[src/rtl/led_seq_ctrl.sv]
// led_seq_ctrl: running-light LED sequencer.
// A prescale tick counter drives an IDLE/RUN/PAUSE FSM that steps a one-hot
// LED pattern once every (period_reg + 1) cycles while running.
// Optional feature macro: LED_SEQ_BOUNCE_EN selects ping-pong mode. In that
// mode the pattern reverses at either end bit and the dir input is unused.
// Without the macro the pattern rotates and wraps, and dir sets the direction.
module led_seq_ctrl #(
    parameter logic [24:0] CNT_MAX = 25'd24999999,
    parameter int          LED_NUM = 4
) (
    input  logic               sys_clk,
    input  logic               sys_rst,
    input  logic               start,
    input  logic               stop,
    input  logic               pause,
    input  logic               dir,
    input  logic [24:0]        period_val,
    input  logic               period_wr,
    output logic [LED_NUM-1:0] led_out,
    output logic               step_tick,
    output logic               wrap_pulse,
    output logic               busy
);

    typedef enum logic [1:0] {
        ST_IDLE  = 2'd0,
        ST_RUN   = 2'd1,
        ST_PAUSE = 2'd2
    } state_t;

    state_t             state_r;
    logic [24:0]        cnt_r;
    logic [24:0]        period_r;
    logic [LED_NUM-1:0] led_r;
    logic               step_tick_r;
    logic               wrap_pulse_r;
    logic               busy_r;

    logic [LED_NUM-1:0] next_led_s;
    logic               next_wrap_s;
    logic               count_en_s;
    logic               step_s;

    // Rotate the pattern one place toward the MSB, MSB wraps into bit 0.
    function automatic logic [LED_NUM-1:0] rot_up(input logic [LED_NUM-1:0] v);
        return {v[LED_NUM-2:0], v[LED_NUM-1]};
    endfunction

    // Rotate the pattern one place toward the LSB, bit 0 wraps into the MSB.
    function automatic logic [LED_NUM-1:0] rot_down(input logic [LED_NUM-1:0] v);
        return {v[0], v[LED_NUM-1:1]};
    endfunction

    // Shift without wrap, used when bouncing off an end bit.
    function automatic logic [LED_NUM-1:0] shift_up(input logic [LED_NUM-1:0] v);
        return {v[LED_NUM-2:0], 1'b0};
    endfunction

    function automatic logic [LED_NUM-1:0] shift_down(input logic [LED_NUM-1:0] v);
        return {1'b0, v[LED_NUM-1:1]};
    endfunction

`ifdef LED_SEQ_BOUNCE_EN
    logic bdir_r;
    logic next_bdir_s;
    logic unused_dir_s;

    assign unused_dir_s = dir;

    // Ping-pong next pattern: reverse direction instead of wrapping at an end bit.
    always_comb begin
        next_led_s  = led_r;
        next_wrap_s = 1'b0;
        next_bdir_s = bdir_r;
        if (bdir_r == 1'b0) begin
            if (led_r[LED_NUM-1] == 1'b1) begin
                next_led_s  = shift_down(led_r);
                next_wrap_s = 1'b1;
                next_bdir_s = 1'b1;
            end else begin
                next_led_s  = shift_up(led_r);
            end
        end else begin
            if (led_r[0] == 1'b1) begin
                next_led_s  = shift_up(led_r);
                next_wrap_s = 1'b1;
                next_bdir_s = 1'b0;
            end else begin
                next_led_s  = shift_down(led_r);
            end
        end
    end

    // Bounce direction: cleared on reset and on a fresh start, updated on each step.
    always_ff @(posedge sys_clk) begin
        if (sys_rst) begin
            bdir_r <= 1'b0;
        end else if (state_r == ST_IDLE && start && !stop) begin
            bdir_r <= 1'b0;
        end else if (step_s) begin
            bdir_r <= next_bdir_s;
        end else begin
            bdir_r <= bdir_r;
        end
    end
`else
    // Rotate/wrap next pattern: dir picks the rotation, wrap flags the end-bit crossing.
    always_comb begin
        next_led_s  = led_r;
        next_wrap_s = 1'b0;
        if (dir == 1'b0) begin
            next_led_s  = rot_up(led_r);
            next_wrap_s = led_r[LED_NUM-1];
        end else begin
            next_led_s  = rot_down(led_r);
            next_wrap_s = led_r[0];
        end
    end
`endif

    // Counting is enabled in RUN, and in PAUSE on the cycle pause drops, so a
    // pause delays the pending step by exactly the number of paused cycles.
    always_comb begin
        count_en_s = 1'b0;
        if (stop) begin
            count_en_s = 1'b0;
        end else if (state_r != ST_IDLE && !pause) begin
            count_en_s = 1'b1;
        end else begin
            count_en_s = 1'b0;
        end
    end

    assign step_s = count_en_s && (cnt_r == period_r);

    // Main FSM with tick counter, period register and all registered outputs.
    always_ff @(posedge sys_clk) begin
        if (sys_rst) begin
            state_r      <= ST_IDLE;
            cnt_r        <= 25'd0;
            period_r     <= CNT_MAX;
            led_r        <= '0;
            step_tick_r  <= 1'b0;
            wrap_pulse_r <= 1'b0;
            busy_r       <= 1'b0;
        end else begin
            step_tick_r  <= 1'b0;
            wrap_pulse_r <= 1'b0;
            case (state_r)
                ST_IDLE: begin
                    cnt_r <= 25'd0;
                    if (period_wr) begin
                        period_r <= (period_val == 25'd0) ? 25'd1 : period_val;
                    end else begin
                        period_r <= period_r;
                    end
                    if (stop) begin
                        state_r <= ST_IDLE;
                        led_r   <= '0;
                        busy_r  <= 1'b0;
                    end else if (start) begin
                        state_r <= ST_RUN;
                        led_r   <= {{(LED_NUM-1){1'b0}}, 1'b1};
                        busy_r  <= 1'b1;
                    end else begin
                        state_r <= ST_IDLE;
                        led_r   <= '0;
                        busy_r  <= 1'b0;
                    end
                end
                ST_RUN, ST_PAUSE: begin
                    if (stop) begin
                        state_r <= ST_IDLE;
                        cnt_r   <= 25'd0;
                        led_r   <= '0;
                        busy_r  <= 1'b0;
                    end else if (pause) begin
                        state_r <= ST_PAUSE;
                        busy_r  <= 1'b1;
                    end else begin
                        state_r <= ST_RUN;
                        busy_r  <= 1'b1;
                        if (step_s) begin
                            cnt_r        <= 25'd0;
                            led_r        <= next_led_s;
                            step_tick_r  <= 1'b1;
                            wrap_pulse_r <= next_wrap_s;
                        end else begin
                            cnt_r <= cnt_r + 25'd1;
                        end
                    end
                end
                default: begin
                    state_r <= ST_IDLE;
                    cnt_r   <= 25'd0;
                    led_r   <= '0;
                    busy_r  <= 1'b0;
                end
            endcase
        end
    end

    assign led_out    = led_r;
    assign step_tick  = step_tick_r;
    assign wrap_pulse = wrap_pulse_r;
    assign busy       = busy_r;

endmodule

[config.mk]
export PLATFORM = sky130hd
export DESIGN_NAME = led_seq_ctrl
export DESIGN_NICKNAME = d
export VERILOG_FILES = /design/src/rtl/led_seq_ctrl.sv
export SDC_FILE = /design/constraint.sdc
export NUM_CORES = 1
export LEC_CHECK = 0
export CAP_MARGIN = 15
export CORE_ASPECT_RATIO = 1.2
export CORE_MARGIN = 4
export CORE_UTILIZATION = 55
export DETAILED_ROUTE_END_ITERATION = 16
export MAX_ROUTING_LAYER = met4
export PLACE_DENSITY_LB_ADDON = 0.1
export SETUP_SLACK_MARGIN = 0.15
export SLEW_MARGIN = 20
export SYNTH_ARGS = -nofsm -noshare
export SYNTH_HDL_FRONTEND = slang
export SYNTH_SLANG_ARGS = --single-unit
[constraint.sdc]
create_clock -name sys_clk -period 3.7 [get_ports sys_clk]
set_input_delay 0.37 -clock sys_clk [delete_from_list [all_inputs] [get_ports sys_clk]]
set_output_delay 0.37 -clock sys_clk [all_outputs]
set_load 0.005 [all_outputs]
Word-level counts from Yosys, hierarchy flattened
Cells that the tools add are included.

cells by class
  $add $sub $neg = 1
  equal/unequal tests = 5
  muxes and demuxes = 22
  bitwise logic cells = 2
  reductions and logical operators = 12

operator list
  cell                                            count
  two-way mux 25 bit                              2
  adder 25 x 1 -> 25 bit (second input constant)  1
  == test 25 bit                                  1
  zero test 25 bit                                1
  two-way mux 4 bit                               4
  two-way mux 1 bit                               11
  case mux 4 bit (2 select lines)                 1
  inequality test 3 bit (second input constant)   2
  OR reduction 5 bit                              1
  two-way mux 2 bit                               2
  case mux 2 bit (2 select lines)                 1
  AND reduction 2 bit                             2
  OR reduction 4 bit                              1
  OR reduction 3 bit                              1
  == test 2 x 1 -> 1 bit (second input constant)  1
  == test 2 bit (second input constant)           1
  logical AND 1 bit                               2
  zero test 2 bit                                 1
  inverter 1 bit                                  2
  case mux 1 bit (2 select lines)                 1
  nonzero test 2 bit                              1
  OR reduction 2 bit                              1
  zero test 1 bit                                 1

word-level totals
  flip-flop bits (word level) = 59
  input port bits = 32
  output and inout bits = 7
  logic and storage cells = 49

Logic depth before layout (Yosys ltp)
  depth after elaboration = 9
  gate-level depth with buffers = 7
  gate-level depth less buffers = 6

Worst setup path before layout
No wires, ideal clock.

  path kind = register -> register
  start point = register state_r[0]
  end point = register cnt_r[10]
  arrival time = 1.763 ns
  path slack = 1.823 ns
  cell stages (with the launch flop) = 8
  path through = dfxtp_1 -> inv_1 -> ha_1 -> or4_4 -> nor4_4 -> a21o_2 -> buf_4 -> nor2_1

between the ends
  longest elaborated chain between the ends = 6
  elaborated cells between the ends (all ways) = 11
  those cells by class = 2 x eq/ne; 3 x mux; 1 x bitwise; 5 x reduce/logical

RTL lines
  element                 line  text
  from (decl)             31    state_t state_r;
  from (signal assigned)  139   state_r <= ST_IDLE;
  from (signal assigned)  158   state_r <= ST_IDLE;
  from (signal assigned)  162   state_r <= ST_RUN;
  nonzero test 2 bit      127   end else if (state_r != ST_IDLE && !pause) begin
  logical AND 1 bit       127
  two-way mux 1 bit       127
  two-way mux 1 bit       125   if (stop) begin
  logical AND 1 bit       134   assign step_s = count_en_s && (cnt_r == period_r);
  two-way mux 25 bit      183   if (step_s) begin
  to (signal assigned)    189   cnt_r <= cnt_r + 25'd1;
  to (decl)               32    logic [24:0] cnt_r;

Parallel ways exist; a longest one is shown, timed or not.
A chain may end at the register's enable or synchronous reset.

Worst setup path after layout
  start point = input pause
  end point = register cnt_r[23]

between the ends
  longest elaborated chain between the ends = 6

RTL lines
  element             line  text
  from (decl)         15    input logic pause,
  zero test 1 bit     127
  logical AND 1 bit   127
  two-way mux 1 bit   127
  two-way mux 1 bit   125
  logical AND 1 bit   134
  two-way mux 25 bit  183

Parallel ways exist; a longest one is shown, timed or not.

==> results by group <==
Drt
  • Routed wire per std cell: 15.1 um
  • First-pass DRT Iterations: 4
  • DRC viols: 0
  • Number of nets still failing antenna checks after routing: 0
  • Post-detailed-routing wire length: 6360 um
  • Via count: 2321
  • Vias per cell: 5.50
  • Starting DRC count in detailed routing: 79

Clock network
  • CTS-repair resized insts: 0
  • CTS sink count: 59
  • CTS buffer count: 9
  • Insertion delay to the later sink of the worst-skew pair: 0.34 ns
  • Clock buffer depth: 2
  • Clock transition at the registers of the reported paths: 0.06 ns
  • Hold buffers post-CTS: 0
  • H-tree depth: 3
  • Root Driver: clkbuf_8
  • CTS tree: done
  • Setup bufs post-CTS: 0

Critical path
  • Crit path cell chain: clkdlybuf4s50_1 > or4_4 > nor4_4 > a21o_2 > nor2_1
  • Worst path bufs/invs: 1
  • FF-to-FF setup slack: 1.54 ns
  • Kind of critical path: input pin to flip-flop
  • Critical path arrival: 2.38 ns
  • Required @ worst endpoint: 3.92 ns
  • Setup crit start kind: input pin
  • CP endpoint kind: flip-flop
  • CP max stage delay: 0.60 ns
  • CP Max Fanout: 25
  • CP delay by family, top: simple AND/OR/NAND/NOR gates
  • Max stage delay cell, worst path: or4_4

Timing
  • Final TNS setup: 0 ns
  • Slew Limit Headroom: 46.0%
  • Worst Skew: 0.00321 ns
  • Post-route clock period utilization: 58.4%
  • Final WS setup: 1.54 ns
  • Final Max Slew Viols: 0
  • Least-Margin Pin Slew: 0.804 ns
  • Final hold violations: 0
  • Fmax: 463 MHz
  • Final min period: 2.16 ns
  • RSZ-0062 raised after global routing: no
  • Final setup fails: 0

Power and ir drop
  • Sw Share: 24.3%
  • Maximum vdd drop: 0.000282 V
  • Power per cell area: 400 nW/um^2
  • Sw power: 0.000322 W
  • Clock share of power: 39.5%
  • Leakage: 1.17 nW
  • Sequential Power Share: 51.0%
  • Comb power frac: 9.5%
  • Int Power: 0.00100 W

Global route
  • Vias in the first global route: 2269
  • Total grt overflow: 0
  • GRT Util Overall: 22.8%
  • First-pass GRT wire length: 10500 um
  • Largest net degree at the start of global routing: 30
  • Initial antenna violation count: 0

Yosys
  • Synth Instances: 321
  • Post-synth top area share: 43.1%
  • Sequential area share after synthesis: 43.1%
  • Syn avg cell area: 8.54 um^2
  • Post-Syn Area: 2740 um^2
  • Area contributors post-synth: dfxtp_1 (43%), nand2_1 (9.2%), xnor2_1 (8.9%), xor2_1 (6.7%), nor2_1 (4.8%)
  • Synthesized Nets: 356
  • FF+latch count, synth: 59
  • Netlist cell types: 34
  • Yosys warns: 0
  • Leading area contributor after synthesis: dfxtp_1

Die
  • Core area: 4700 um^2
  • Initial core utilization: 58.4%
  • Die extent in y: 85.3 um
  • Top Ports: 39
  • Die area: 6180 um^2
  • Row cnt: 27
  • Die Span X: 72.5 um

Cells and area
  • Antenna diode count: 0
  • Area delta synth->final: 20.9%
  • Post-layout nets: 394
  • Most common cell after layout, fill and taps aside: nand2_1
  • Fillcell total: 387
  • Most frequent cells in the layout: nand2_1 (67), dfxtp_1 (59), clkdlybuf4s50_1 (38)
  • Ratio of cells with drive above 1 in the final layout: 4.95%

Status
  • Outcome: finished clean

Placed design
  • Final Wtd Congestion: 0.921
  • # port buffers: 38
  • Dpl hpwl: 4680 um
  • Post-Place Setup Slack: 1.19 ns

Flow run
  • Max_cap viols: 0

Hold path
  • Min-Delay Path Class: flip-flop to flip-flop
[synth_stat cells]
library cell  count
nand2_1          67
dfxtp_1          59
nor2_1           35
xnor2_1          28
xor2_1           21
nand3b_1         17
nand4_1          13
nand3_1          11
a21oi_1           9
clkbuf_1          9
mux2i_1           7
nor4_1            7
nor3_1            6
ha_1              3
inv_1             3
nand2b_1          3
a211o_1           2
and2_1            2
buf_4             2
nor3b_1           2
or3_1             2
a2111oi_0         1
a211oi_1          1
a21o_2            1
a41oi_1           1
and3_1            1
and4_1            1
buf_6             1
nand2_2           1
nand4b_1          1
nor2b_1           1
nor4_4            1
o211ai_1          1
or4_4             1
[per-stage QoR]
step	utilization, %	instances	power, W	hold slack (ns)	instance area, um^2
after floorplan	-	321	0.000756	0.449	2740
after global placement	66.9	406	0.000813	0.461	3140
after detailed placement	66.9	406	0.000815	0.462	3140
after CTS	70.6	422	0.00133	0.471	3310
after global routing	70.6	422	0.00138	0.488	3310
final	70.6	422	0.00132	0.472	3310
[power groups by stage]
stage	clock network [W]	registers, W	logic (W)
floorplan	0	0.000684	0.0000721
global placement	0	0.000689	0.000124
detailed placement	0	0.000690	0.000125
CTS	0.000530	0.000676	0.000126
global route	0.000562	0.000677	0.000140
finish	0.000523	0.000676	0.000126
[final timing paths]
check | from | endpoint | cells past startpoint
worst max-delay path | pause | cnt_r[23] | 5
worst min-delay path | period_r[9] | period_r[9] | 2
worst max register to register | state_r[0] | cnt_r[23] | 6
worst min register to register | period_r[9] | period_r[9] | 2
[sequential cells by signal (all words and copies together), names as in the netlist]
name and count:
cnt_r 25, period_r 25, led_out 4, state_r 2, busy 1, step_tick 1
wrap_pulse 1
[area by class of cell]
| type | instances | area (um^2) | area share (%) |
|---|---|---|---|
| multi-input combinational | 247 | 1490 | 44.9 |
| clock buffer | 14 | 163 | 4.91 |
| timing repair buffer | 39 | 388 | 11.7 |
| tap | 58 | 72.6 | 2.19 |
| inverter | 3 | 11.3 | 0.340 |
| clock inverter | 2 | 10.0 | 0.302 |
| sequential | 59 | 1180 | 35.6 |
[worst register-to-register path, cell delays in order (launching register included)]
cell and delay (ns):
dfxtp_1 0.33, inv_1 0.05, ha_1 0.27, or4_4 0.52, nor4_4 0.30, a21o_2 0.46, nor2_1 0.11
[cells by family after synthesis]
| kind of cell | share of synthesized area [%] |
|---|---|
| mux | 2.56 |
| buf+inv | 2.60 |
| fa+ha+maj | 1.37 |
| compound gates | 3.79 |
| xor+xnor | 15.7 |
| flops | 43.1 |
| simple gates | 30.9 |
[per-layer routing]
metal / share of wire (%) / GRT usage (%) / up-vias
li1: - / - / 1160
met1: 42 / 24.8 / 1083
met2: 50 / 37.8 / 59
met3: 4.5 / 5.57 / 19
met4: 3.1 / 12.2 / 0
met5: 0 / - / -
Power figures use the tool's default switching activity.
==> RTL change 1, RTL diff (config.mk and constraints unchanged) <==
The 3 states of `state_t` get a one-hot encoding in 3 bits.
--- a/src/rtl/led_seq_ctrl.sv
+++ b/src/rtl/led_seq_ctrl.sv
@@ -22,10 +22,10 @@
     output logic               busy
 );
 
-    typedef enum logic [1:0] {
-        ST_IDLE  = 2'd0,
-        ST_RUN   = 2'd1,
-        ST_PAUSE = 2'd2
+    typedef enum logic [2:0] {
+        ST_IDLE  = 3'b001,
+        ST_RUN   = 3'b010,
+        ST_PAUSE = 3'b100
     } state_t;
 
     state_t             state_r;
Behaviour: no difference found for any inputs over 10 cycles, from zero or initial values and one cycle with sys_rst high; not proved beyond that.
==> RTL change 1 against the unedited design <==
- wire length shrank 4.6%
- setup slack gained 0.092 ns
- global-route usage shrank 0.43 points
- critical path depth unchanged
- final area grew 0.49%
- area after synthesis is 0.78% lower
- sequential cell count up 1
- total power increased by 6.0%
- clock power grew 15%
- maximum frequency is 4.5% higher
- die area is 0.71% lower
- utilization increased by 0.35 points
==> RTL change 1: results (changes against the unedited design) <==
| Metric | Value |
|---|---|
| Initial DRC Count | 204 (was 79) |
| Hold_sp | period_r[7]$_SDFFE_PP0P_ (was period_r[9]$_SDFFE_PP0P_) |
| Comb power | 0.115 mW (was 0.126 mW) |
| Final WL | 6060 um (was 6360 um) |
| Endpoint, Worst Hold | period_r[7]$_SDFFE_PP0P_ (was period_r[9]$_SDFFE_PP0P_) |
| Fraction of power consumed by the clock network | 42.9% (was 39.5%) |
| Run status | complete, no violations (unchanged) |
| Slowest stage delay, CP | 0.45 ns (was 0.60 ns) |
| Relative slew margins | 44.8% (was 46.0%) |
| Critical Path Sink | led_out[0]$_SDFFE_PP0P_ (was cnt_r[23]$_SDFFE_PP0N_) |
| Fill cell instance count of the final layout | 388 (was 387) |
| P_leak | 1.22 nW (was 1.17 nW) |
| DP HPWL | 4420 um (was 4680 um) |
| Nets | 388 (was 394) |
| Slowest cell on crit path | dfxtp_1 (was or4_4) |
| Largest net degree at the start of global routing | 28 (was 30) |
| Comb_multi_in | 239 (was 247) |
| Final RePlAce weighted congestion | 0.827 (was 0.921) |
| VDD IR max | 0.264 mV (was 0.282 mV) |
| Placed insts | 402 (was 406) |
| Overall Global Routing Usage | 22.4% (was 22.8%) |
| Count of different cell masters after synthesis | 35 (was 34) |
| Met3 wire len | 212 um (was 284 um) |
| Pint | 1.08 mW (was 1.00 mW) |
| Grt met1 use | 25.3% (was 24.8%) |
| Post-synth top cells | dfxtp_1 (60), nand2_1 (56), xor2_1 (43) (was nand2_1 (67), dfxtp_1 (59), nor2_1 (35)) |
| Yosys reg bits | 60 (was 59) |
| Top post-synthesis cells by area | dfxtp_1 (44%), xor2_1 (14%), nand2_1 (7.7%) (was dfxtp_1 (43%), nand2_1 (9.2%), xnor2_1 (8.9%)) |
| Pre-CTS setup slack | 1.36 ns (was 1.19 ns) |
| Worst Skew | 0.00639 ns (was 0.00321 ns) |
| Clkbuf count | 12 (was 14) |
| Crit-path max FO | 6 (was 25) |
| Met3 GRT Util | 4.27% (was 5.57%) |
| Non-clock buffer share of cell area | 11.9% (was 11.7%) |
| Met1 wire length | 2620 um (was 2670 um) |
| Final std cells w/o fill | 418 (was 422) |
| Reg area | 1200 um^2 (was 1180 um^2) |
| Register area share after synthesis | 44.2% (was 43.1%) |
| Final Worst Setup Slack | 1.63 ns (was 1.54 ns) |
| Syn Nets | 352 (was 356) |
==> RTL change 1: through the flow <==
| stage | hold slack (ns) | utilization [%] | area, um^2 | power [mW] |
|---|---|---|---|---|
| 2_1_floorplan | 0.448 | - | 2720 | 0.760 |
| 3_3_place_gp | 0.461 | 66.6 | 3130 | 0.814 |
| 3_5_place_dp | 0.462 | 66.6 | 3130 | 0.817 |
| 4_1_cts | 0.471 | 70.9 | 3330 | 1.41 |
| 5_1_grt | 0.488 | 70.9 | 3330 | 1.46 |
| 6_report | 0.473 | 70.9 | 3330 | 1.40 |
==> RTL change 1: cells by family (layout without fill, tap and decap cells) <==
kind of cell             after synthesis  after routing  share of synthesized area (%)
AND/OR/NAND/NOR                      165            165                           30.5
flip-flops                            60             60                           44.2
XOR/XNOR                              50             50                           16.1
AO/OA/AOI/OAI                         23             23                           5.89
buffers and inverters                 20             61                           2.90
adder cells (fa/ha/maj)                1              1                          0.460
==> RTL change 2, RTL diff (config.mk and constraints unchanged) <==
Without the edit above. Add a define of `LED_SEQ_BOUNCE_EN`.
--- a/src/rtl/led_seq_ctrl.sv
+++ b/src/rtl/led_seq_ctrl.sv
@@ -4,6 +4,8 @@
 // Optional feature macro: LED_SEQ_BOUNCE_EN selects ping-pong mode. In that
 // mode the pattern reverses at either end bit and the dir input is unused.
 // Without the macro the pattern rotates and wraps, and dir sets the direction.
+`define LED_SEQ_BOUNCE_EN
+
 module led_seq_ctrl #(
     parameter logic [24:0] CNT_MAX = 25'd24999999,
     parameter int          LED_NUM = 4
Behaviour: not the same (Yosys sat finds a counterexample within 4 cycles, from zero or initial values and one cycle with sys_rst high).
==> RTL change 2 against the unedited design <==
- area after synthesis is 5.1% higher
- wire length up 1.7%
- sequential cell count up 1
- register-to-register slack improved by 0.13 ns
- highest routed layer unchanged
- total power is 0.37% lower
- final area grew 2.6%
- setup slack improved by 0.018 ns
- first-iteration DRC count increased by 47%
==> RTL change 2: results (changes against the unedited design) <==
| Metric | Value |
|---|---|
| P_leak | 1.25 nW (was 1.17 nW) |
| Vias per std cell | 5.63 (was 5.50) |
| Hold Crit Class | reg -> reg (unchanged) |
| Crit path arrival time | 2.35 ns (was 2.38 ns) |
| Post-synthesis xor/xnor area fraction | 14.9% (was 15.7%) |
| DP HPWL | 4770 um (was 4680 um) |
| Layout cells sized above 1 | 6.13% (was 4.95%) |
| Slowest cell on crit path | clkdlybuf4s50_1 (was or4_4) |
| Run status | complete, no violations (unchanged) |
| Initial DRC Count | 116 (was 79) |
| Slowest stage delay, CP | 0.58 ns (was 0.60 ns) |
| R2R setup slack | 1.67 ns (was 1.54 ns) |
| Final RePlAce weighted congestion | 0.900 (was 0.921) |
| Adder-Cell Fraction of Synth Area | 1.30% (was 1.37%) |
| Wire per inst | 14.9 um (was 15.1 um) |
| Worst Skew | 0.00670 ns (was 0.00321 ns) |
| Syn Nets | 372 (was 356) |
| Nets | 406 (was 394) |
| Overall Global Routing Usage | 22.9% (was 22.8%) |
| Top post-synthesis cells by area | dfxtp_1 (42%), xor2_1 (13%), nand2_1 (7.7%) (was dfxtp_1 (43%), nand2_1 (9.2%), xnor2_1 (8.9%)) |
| Register area share after synthesis | 41.7% (was 43.1%) |
| First-pass GRT wire length | 10900 um (was 10500 um) |
| Post-synth top cells | dfxtp_1 (60), nand2_1 (59), xor2_1 (44) (was nand2_1 (67), dfxtp_1 (59), nor2_1 (35)) |
| Fill cell instance count of the final layout | 450 (was 387) |
| Post-synthesis mux area share | 0.869% (was 2.56%) |
| Largest net degree at the start of global routing | 34 (was 30) |
| CP delay by family, top | simple AND/OR/NAND/NOR gates (unchanged) |
| PortBufs | 37 (was 38) |
| Measured slew at the worst slew-check pin | 0.833 ns (was 0.804 ns) |
| Count of different cell masters after synthesis | 41 (was 34) |
| VDD IR max | 0.233 mV (was 0.282 mV) |
| Crit-path max FO | 25 (unchanged) |
| Synth Area in Compound Gates | 5.47% (was 3.79%) |
| Length in cells of the worst reg-to-reg path | 6 (unchanged) |
RTL change 2: changes by cell type in the layout (fill, tap and decap cells not counted), moves of 3 or more:
cell	change
mux2i_1	-6
nor2_1	+5
nor2b_1	+3
nand2_1	-8
nor4_1	+3
a21oi_1	+3
xnor2_1	-23
xor2_1	+23
nand4_1	-4
o21ai_0	+4
RTL change 2: final cells by class:
type	instances	share of cell area, %
repair buffers	38	11.1
clock inverters	2	0.294
well taps	60	2.21
clock buffers	13	4.67
multi-input cells	259	46.1
flip-flops and latches	60	35.3
inverters	3	0.331
RTL change 2: final timing paths:
| check | startpoint | end |
|---|---|---|
| max | pause | cnt_r[16]$_SDFFE_PP0N_ |
| min | period_r[17]$_SDFFE_PP0P_ | period_r[17]$_SDFFE_PP0P_ |
| max reg2reg | state_r[0]$_SDFF_PP0_ | cnt_r[16]$_SDFFE_PP0N_ |
| min reg2reg | period_r[17]$_SDFFE_PP0P_ | period_r[17]$_SDFFE_PP0P_ |
RTL change 2: tightest hold or removal path: cells and delay by family (launching register included):
family,cells,cell delay (ns)
DFF,1,0.31
and+or+nand+nor,1,0.05
AOI/OAI and AO/OA,1,0.05
RTL change 2: through the flow:
step	power (mW)	std cells	hold WS (ns)	worst slack [ns]	area, um^2
finish	1.32	435	0.465	1.56	3400
global placement	0.818	420	0.463	1.23	3230
CTS	1.33	435	0.468	1.55	3400
global route	1.37	435	0.484	1.45	3400
floorplan	0.764	337	0.448	2.07	2880
detailed placement	0.821	420	0.460	1.20	3230
RTL change 2: power by group:
group          internal, mW  switching (mW)
clock                 0.274           0.240
combinational        0.0632          0.0557
sequential            0.669          0.0184
total                  1.01           0.314
RTL change 2: kinds of logic after synthesis:
| kind of cell | count (synthesis) |
|---|---|
| compound gates | 25 |
| xor+xnor | 49 |
| fa+ha+maj | 3 |
| buf+inv | 18 |
| flops | 60 |
| mux | 2 |
| simple gates | 180 |
RTL change 2: metal layers:
layer / wire length [um] / vias up / GRT usage (%)
li1: - / 1211 / -
met1: 2730 / 1164 / 23.9
met2: 3370 / 60 / 40.6
met3: 228 / 13 / 3.81
met4: 136 / 0 / 11.4
met5: 0 / - / -
